<file path="config.mk">
export PLATFORM = sky130hd
export DESIGN_NAME = periph_hs_rx
export DESIGN_NICKNAME = d
export VERILOG_FILES = /design/src/rtl/periph_hs_rx.sv
export SDC_FILE = /design/constraint.sdc
export NUM_CORES = 1
export LEC_CHECK = 0
export CORE_ASPECT_RATIO = 1.5
export CORE_MARGIN = 2
export CORE_UTILIZATION = 45
export DETAILED_ROUTE_END_ITERATION = 10
export PLACE_DENSITY = 0.7
export REMOVE_ABC_BUFFERS = 1
export SLEW_MARGIN = 20
export SYNTH_ARGS = -nofsm -noshare
export SYNTH_HDL_FRONTEND = slang
export SYNTH_SLANG_ARGS = --single-unit
export TNS_END_PERCENT = 5
</file>
<file path="constraint.sdc">
create_clock -name clk -period 2.2 [get_ports clk]
set_input_delay 0.33 -clock clk [delete_from_list [all_inputs] [get_ports clk]]
set_output_delay 0.33 -clock clk [all_outputs]
set_load 0.005 [all_outputs]
</file>
<file path="src/rtl/periph_hs_rx.sv">
// periph_hs_rx: receive endpoint for a four-phase send/ack handshake.
// Each handshake captures exactly one DATA_W-bit word into a DEPTH-entry
// show-ahead FIFO. Ack is withheld while the FIFO is full (backpressure).
// A sticky error flag is raised when the sender keeps send asserted for
// TIMEOUT cycles of ack.
module periph_hs_rx #(
  parameter int DATA_W  = 8,
  parameter int DEPTH   = 4,
  parameter int TIMEOUT = 255
) (
  input  logic                       clk,
  input  logic                       rst,
  input  logic                       send,
  input  logic [DATA_W-1:0]          dado,
  output logic                       ack,
  input  logic                       rd_en,
  output logic [DATA_W-1:0]          rd_data,
  output logic                       rd_valid,
  output logic                       full,
  output logic [$clog2(DEPTH+1)-1:0] count,
  output logic                       err_timeout,
  input  logic                       err_clr
);

  localparam int PTR_W = $clog2(DEPTH);
  localparam int CNT_W = $clog2(DEPTH + 1);
  localparam int TO_W  = $clog2(TIMEOUT + 1);

  localparam logic [CNT_W-1:0] CNT_FULL = CNT_W'(DEPTH);
  localparam logic [CNT_W-1:0] CNT_ONE  = CNT_W'(1);
  localparam logic [PTR_W-1:0] PTR_ONE  = PTR_W'(1);
  localparam logic [TO_W-1:0]  TO_LAST  = TO_W'(TIMEOUT - 1);
  localparam logic [TO_W-1:0]  TO_ONE   = TO_W'(1);

  typedef enum logic [1:0] {
    S_IDLE = 2'd0,
    S_ACK  = 2'd1,
    S_ERR  = 2'd2
  } state_t;

  state_t state_q, state_d;
  logic              ack_q, ack_d;
  logic [TO_W-1:0]   tcnt_q, tcnt_d;
  logic              err_q, err_d;
  logic [PTR_W-1:0]  wr_ptr_q, wr_ptr_d;
  logic [PTR_W-1:0]  rd_ptr_q, rd_ptr_d;
  logic [CNT_W-1:0]  count_q, count_d;
  logic [DATA_W-1:0] mem_q [DEPTH];

  logic wr_en;
  logic pop;
  logic set_err;
  logic full_now;

  // Fullness is judged only from the registered count, so a pop in the
  // same cycle as a blocked send frees the slot one cycle later.
  assign full_now = (count_q == CNT_FULL);
  assign pop      = rd_en && (count_q != '0);

  // Handshake FSM: next state, timeout counter and FIFO write strobe.
  always_comb begin
    state_d = state_q;
    tcnt_d  = tcnt_q;
    wr_en   = 1'b0;
    set_err = 1'b0;
    case (state_q)
      S_IDLE: begin
        tcnt_d = '0;
        if (send && !full_now) begin
          wr_en   = 1'b1;
          state_d = S_ACK;
        end
      end
      S_ACK: begin
        if (!send) begin
          state_d = S_IDLE;
          tcnt_d  = '0;
        end else if (tcnt_q == TO_LAST) begin
          state_d = S_ERR;
          set_err = 1'b1;
          tcnt_d  = '0;
        end else begin
          tcnt_d = tcnt_q + TO_ONE;
        end
      end
      S_ERR: begin
        // Stay here (no capture) until the sender finally releases send.
        tcnt_d = '0;
        if (!send) begin
          state_d = S_IDLE;
        end
      end
      default: begin
        state_d = S_IDLE;
        tcnt_d  = '0;
      end
    endcase
  end

  // Ack is a registered copy of "next state is ACK", so it is a clean
  // Moore output that rises and falls one cycle after send is sampled.
  always_comb begin
    ack_d = (state_d == S_ACK);
  end

  // Sticky timeout flag; a new timeout beats a simultaneous clear.
  always_comb begin
    err_d = err_q;
    if (set_err) begin
      err_d = 1'b1;
    end else if (err_clr) begin
      err_d = 1'b0;
    end
  end

  // FIFO pointer and occupancy bookkeeping; pointers wrap modulo DEPTH.
  always_comb begin
    wr_ptr_d = wr_ptr_q;
    rd_ptr_d = rd_ptr_q;
    count_d  = count_q;
    if (wr_en) begin
      wr_ptr_d = wr_ptr_q + PTR_ONE;
    end
    if (pop) begin
      rd_ptr_d = rd_ptr_q + PTR_ONE;
    end
    case ({wr_en, pop})
      2'b10:   count_d = count_q + CNT_ONE;
      2'b01:   count_d = count_q - CNT_ONE;
      default: count_d = count_q;
    endcase
  end

  // Control state registers with synchronous reset.
  always_ff @(posedge clk) begin
    if (rst) begin
      state_q  <= S_IDLE;
      ack_q    <= 1'b0;
      tcnt_q   <= '0;
      err_q    <= 1'b0;
      wr_ptr_q <= '0;
      rd_ptr_q <= '0;
      count_q  <= '0;
    end else begin
      state_q  <= state_d;
      ack_q    <= ack_d;
      tcnt_q   <= tcnt_d;
      err_q    <= err_d;
      wr_ptr_q <= wr_ptr_d;
      rd_ptr_q <= rd_ptr_d;
      count_q  <= count_d;
    end
  end

  // FIFO storage; contents need no reset because occupancy gates them.
  always_ff @(posedge clk) begin
    if (wr_en && !rst) begin
      mem_q[wr_ptr_q] <= dado;
    end
  end

  assign ack         = ack_q;
  assign rd_data     = mem_q[rd_ptr_q];
  assign rd_valid    = (count_q != '0);
  assign full        = full_now;
  assign count       = count_q;
  assign err_timeout = err_q;

endmodule

</file>
---- After elaboration in Yosys (flattened, before gate mapping) ----
Memory sizes are Yosys's and may differ from the RTL's. A register that Yosys moved wholly into a read port is not among the register bits.
Cells that the tools add are included.
storage, ports and cells
  bits in registers ....................... 19
  latch bits .............................. 0
  memory bits (writable) .................. 32
  ROM bits ................................ 0
  bits of input ports ..................... 13
  logic and storage cells ................. 49
  memories kept ........................... 1
memories
  memory  words  bits a word  rd ports  clocked after Yosys merged registers in  wr ports  line  RTL
  mem_q   4      8            1         1                                        1         48    logic [DATA_W-1:0] mem_q [DEPTH];
operators by class
  add/subtract/negate cells ............... 5
  $mul .................................... 0
  divide/modulo/power cells ............... 0
  $lt $le $gt $ge ......................... 0
  equality and inequality tests ........... 7
  shift operators ......................... 0
  muxes and demuxes ....................... 17
  bitwise gates (word level) .............. 2
  reduce and logical (&&, ||, !) cells .... 10
operators by type and width
  cell                 number
  $mux 2               6
  $mux 1               9
  $add 8x1->8 const B  1
  $eq 8x8->1 const B   1
  $eq 2x1->1 const B   3
  $pmux 2 s3           1
  $pmux 3 s2           1
  $add 2x1->2 const B  2
  $eq 2x2->1 const B   2
  $reduce_bool 2->1    2
  $reduce_or 4->1      1
  $add 3x1->3 const B  1
  $eq 3x3->1 const B   1
  $logic_and 1x1->1    3
  $reduce_bool 3->1    1
  $sub 3x1->3 const B  1
  $logic_not 1->1      2
  $logic_not 2->1      1
  $not 1->1            2

---- Logic depth before layout (Yosys ltp) ----
  depth in word-level cells ............... 8
  depth in mapped cells ................... 8
  mapped depth without buffers ............ 8

---- Worst setup path after synthesis ----
No wires, ideal clock.
  kind .................................... register -> register
  start point ............................. reg count_q[2], in the netlist count[2]
  end point ............................... reg count_q[2], in the netlist count[2]
  data arrival time ....................... 2,021 ps
  path slack .............................. 109 ps
  cell stages (with the launch flop) ...... 9
  path buffers ............................ 0
  clock period less this slack ............ 2,091 ps
  cell sequence ........................... dfxtp_1 -> or3b_1 -> nand2_1 -> ha_1 -> inv_1 -> fa_1 -> xor2_1 -> or3_1 -> a21oi_1
between the ends
  longest elaborated chain between the ends .. 7
  elaborated cells on any way between the ends .. 13
  those cells by class .................... add/sub (2); eq/ne (3); mux (3); reduce/logical (5)
RTL lines
  element                                          line  RTL
  start, declared                                  47    logic [CNT_W-1:0] count_q, count_d;
  start signal, assigned                           151   count_q <= count_d;
  $eq 3x3->1                                       57    assign full_now = (count_q == CNT_FULL);
  $logic_not 1->1                                  69    if (send && !full_now) begin
  $logic_and 1x1->1                                69
  $mux 1                                           69
  $mux 1                                           66    case (state_q)
  $eq 2x1->1 or $eq 2x2->1 (tied branches)         127   case ({wr_en, pop})
  $pmux 3 s2 or $reduce_bool 2->1 (tied branches)  --
Parallel ways exist; a longest one is shown, timed or not.
A chain may end at the register's enable or synchronous reset.

==> flow_summary.toml <==
[outcome]
outcome = "completed"

[synth]
netlist-cell-type-count = 34
synthCells = 149
synth.avg_cell_area_um2 = 14.3
ys_warn_count = 0
syn_area_um2 = 2140
synth-edff-count = 32
ys.flop_type = "edfxtp_1"
synthArstFlopShare_pct = 0
synth_seq_cells = 53
ys_seq_area_share_pct = 64.7

[cells_and_area]
drive_gt1_share_pct = 20.6
diodes = 0
num-nets-final = 219
design_area_um2 = 2760
regArea_um2 = 1380
multi_input_area_um2 = 721
fillCellCount = 380
area_delta_synth_final_pct = 29.1

[min_path]
hold_path.class = "reg2reg"

[clock_tree]
root_buffer = "clkbuf_8"
cts_tree = "yes"
ctsHoldBuffers = 0
clk_pin_slew_worst_paths_ps = 90
insertion_delay_ps = 290
cts_setup_buffers = 0
cts_inserted_buffers = 5
htree_levels = 2
post_cts_resized = 0
clockBufferDepth = 2
cts_sinks = 53

[placed_design]
gp_congestion = 0.768
dp_hpwl_mm = 2.85
io_buffers = 27
placed_area_um2 = 2630

[timing]
setup_violations = 0
tightest_slew_ps = 637
fmax_mhz = 479
rsz0062_at_grt = "no"
skew_ps = 4.30
fin_crit_ps = 2090
fin_crit_sh_pct = 94.9
slew_headroom_pct = 57.2
maxSlewViolCount = 0
final_hold_viol_count = 0

[critical_path]
arrival_ps = 1760
crit_fanout = 8
required_ps = 1870
worst-setup-path-type = "reg2out"
worst_setup_path_start_kind = "register"
cp-end-kind = "primary output"

[global_route]
grt_pass1_vias = 1328
grt_pass1_wl_mm = 6.15
grt_overflow = 0
grt_max_degree = 17
antenna_found_initial = 0
track_usage_pct = 15.7

[die]
io_pins = 28
core_um2 = 4540
rows = 30
dieArea_um2 = 5320
fp.dieH_um = 88.4
die_w_um = 60.3
start_util_pct = 47.0

[route]
remaining_drc_errors = 0
vias = 1303
ant_nets = 0
firstDrtPassIters = 4
vias_per_cell = 4.95
wire_per_inst_um = 14.2
drt_iter0_markers = 42
wirelength_mm = 3.73

[pwr]
total_power_mw = 2.58
p_leak_nw = 0.964
irDropWorstVdd_mv = 0.581
power_density_nw_per_um2 = 936

[flow_run]
cap_violations = 0
-- logic make-up after synthesis --
family,Yosys count,share of synthesized area [%]
muxes,8,8.44
DFF,53,64.7
and+or+nand+nor,40,10.4
xor gates and xnor gates,7,2.87
adders and majority gates,8,5.04
buffers and inverters,10,1.82
AOI/OAI and AO/OA,23,6.74
-- final cells by class --
cell class,count,share of cell area [%]
flip-flops and latches,53,50.1
multi-input cells,86,26.1
repair buffers,45,15.8
well taps,64,2.91
clock buffers,6,2.63
clock inverters,2,1.41
inverters,7,0.953
-- flip-flops by register name (all words and copies together), names as in the netlist, named ones only --
| register | count |
|---|---|
| tcnt_q | 8 |
| rd_ptr_q | 2 |
| mem_q | 32 |
| wr_ptr_q | 2 |
| count | 3 |
| state_q | 2 |
| err_timeout | 1 |
| ack | 1 |
-- final timing paths --
| path | startpoint | end | slack [ps] | depth (start not counted) |
|---|---|---|---|---|
| setup / recovery | register | rd_data[7] | 110 | 3 |
| hold / removal | err_timeout | err_timeout | 490 | 1 |
| setup reg to reg | count[0] | count[2] | 120 | 8 |
| hold reg to reg | err_timeout | err_timeout | 490 | 1 |
-- synthesized netlist by cell type, types with 4 or more instances --
cell       n  area share (%)
dfxtp_1   21              20
a21oi_1   10             2.3
nand2_1    5            0.88
nor2_1    13             2.3
nand3_1    4            0.94
mux4_2     8             8.4
ha_1       7             4.1
inv_1      7             1.2
xor2_1     5             2.1
o21ai_0    5             1.2
edfxtp_1  32              45
and2_1     4             1.2
-- metrics by stage --
step	TNS, ps	hold slack [ps]	std cells	util [%]	worst slack, ps
after floorplan	0	399	146	-	110
final	0	488	263	60.7	113
after global routing	0	529	263	60.7	4.67
after detailed placement	-371	464	255	58.0	-124
after CTS	0	494	263	60.4	42.1
after global placement	-15.4	460	255	58.0	-15.4
-- worst max-delay path, stage by stage (launching register included) --
cell and delay, ps:
dfxtp_1 330, buf_6 160, mux4_2 510, clkdlybuf4s50_1 460
-- per-layer routing --
| layer | wire [µm] | vias up | track usage (%) |
|---|---|---|---|
| met2 | 2090 | 23 | 29.2 |
| met1 | 1450 | 628 | 16.9 |
| met3 | 140 | 2 | 3.51 |
| li1 | - | 650 | - |
| met4 | 37 | 0 | 5.45 |
| met5 | 0 | - | 0 |
-- report_power, final --
group	switching, mW	leakage, nW	internal [mW]
Sequential	0.0449	0.461	1.13
Clock	0.293	0.0554	0.342
Combinational	0.299	0.448	0.474
-- cells in the final DEF, fill, tap and decap left out, types with 2 or more instances in the layout --
cell type         n
mux4_2            8
inv_1             6
nand2_1           5
or3b_2            2
nor2_1           13
and2_1            4
nor3b_1           2
clkbuf_8          5
ha_1              6
nand3_1           4
xnor2_1           2
o31ai_1           2
dfxtp_1          21
edfxtp_1         32
xor2_1            5
clkdlybuf4s50_1  26
or3_1             2
nor3_1            2
a21oi_1          10
o21ai_0           5
buf_12            2
buf_4            15
(Power assumes the default switching activity.)
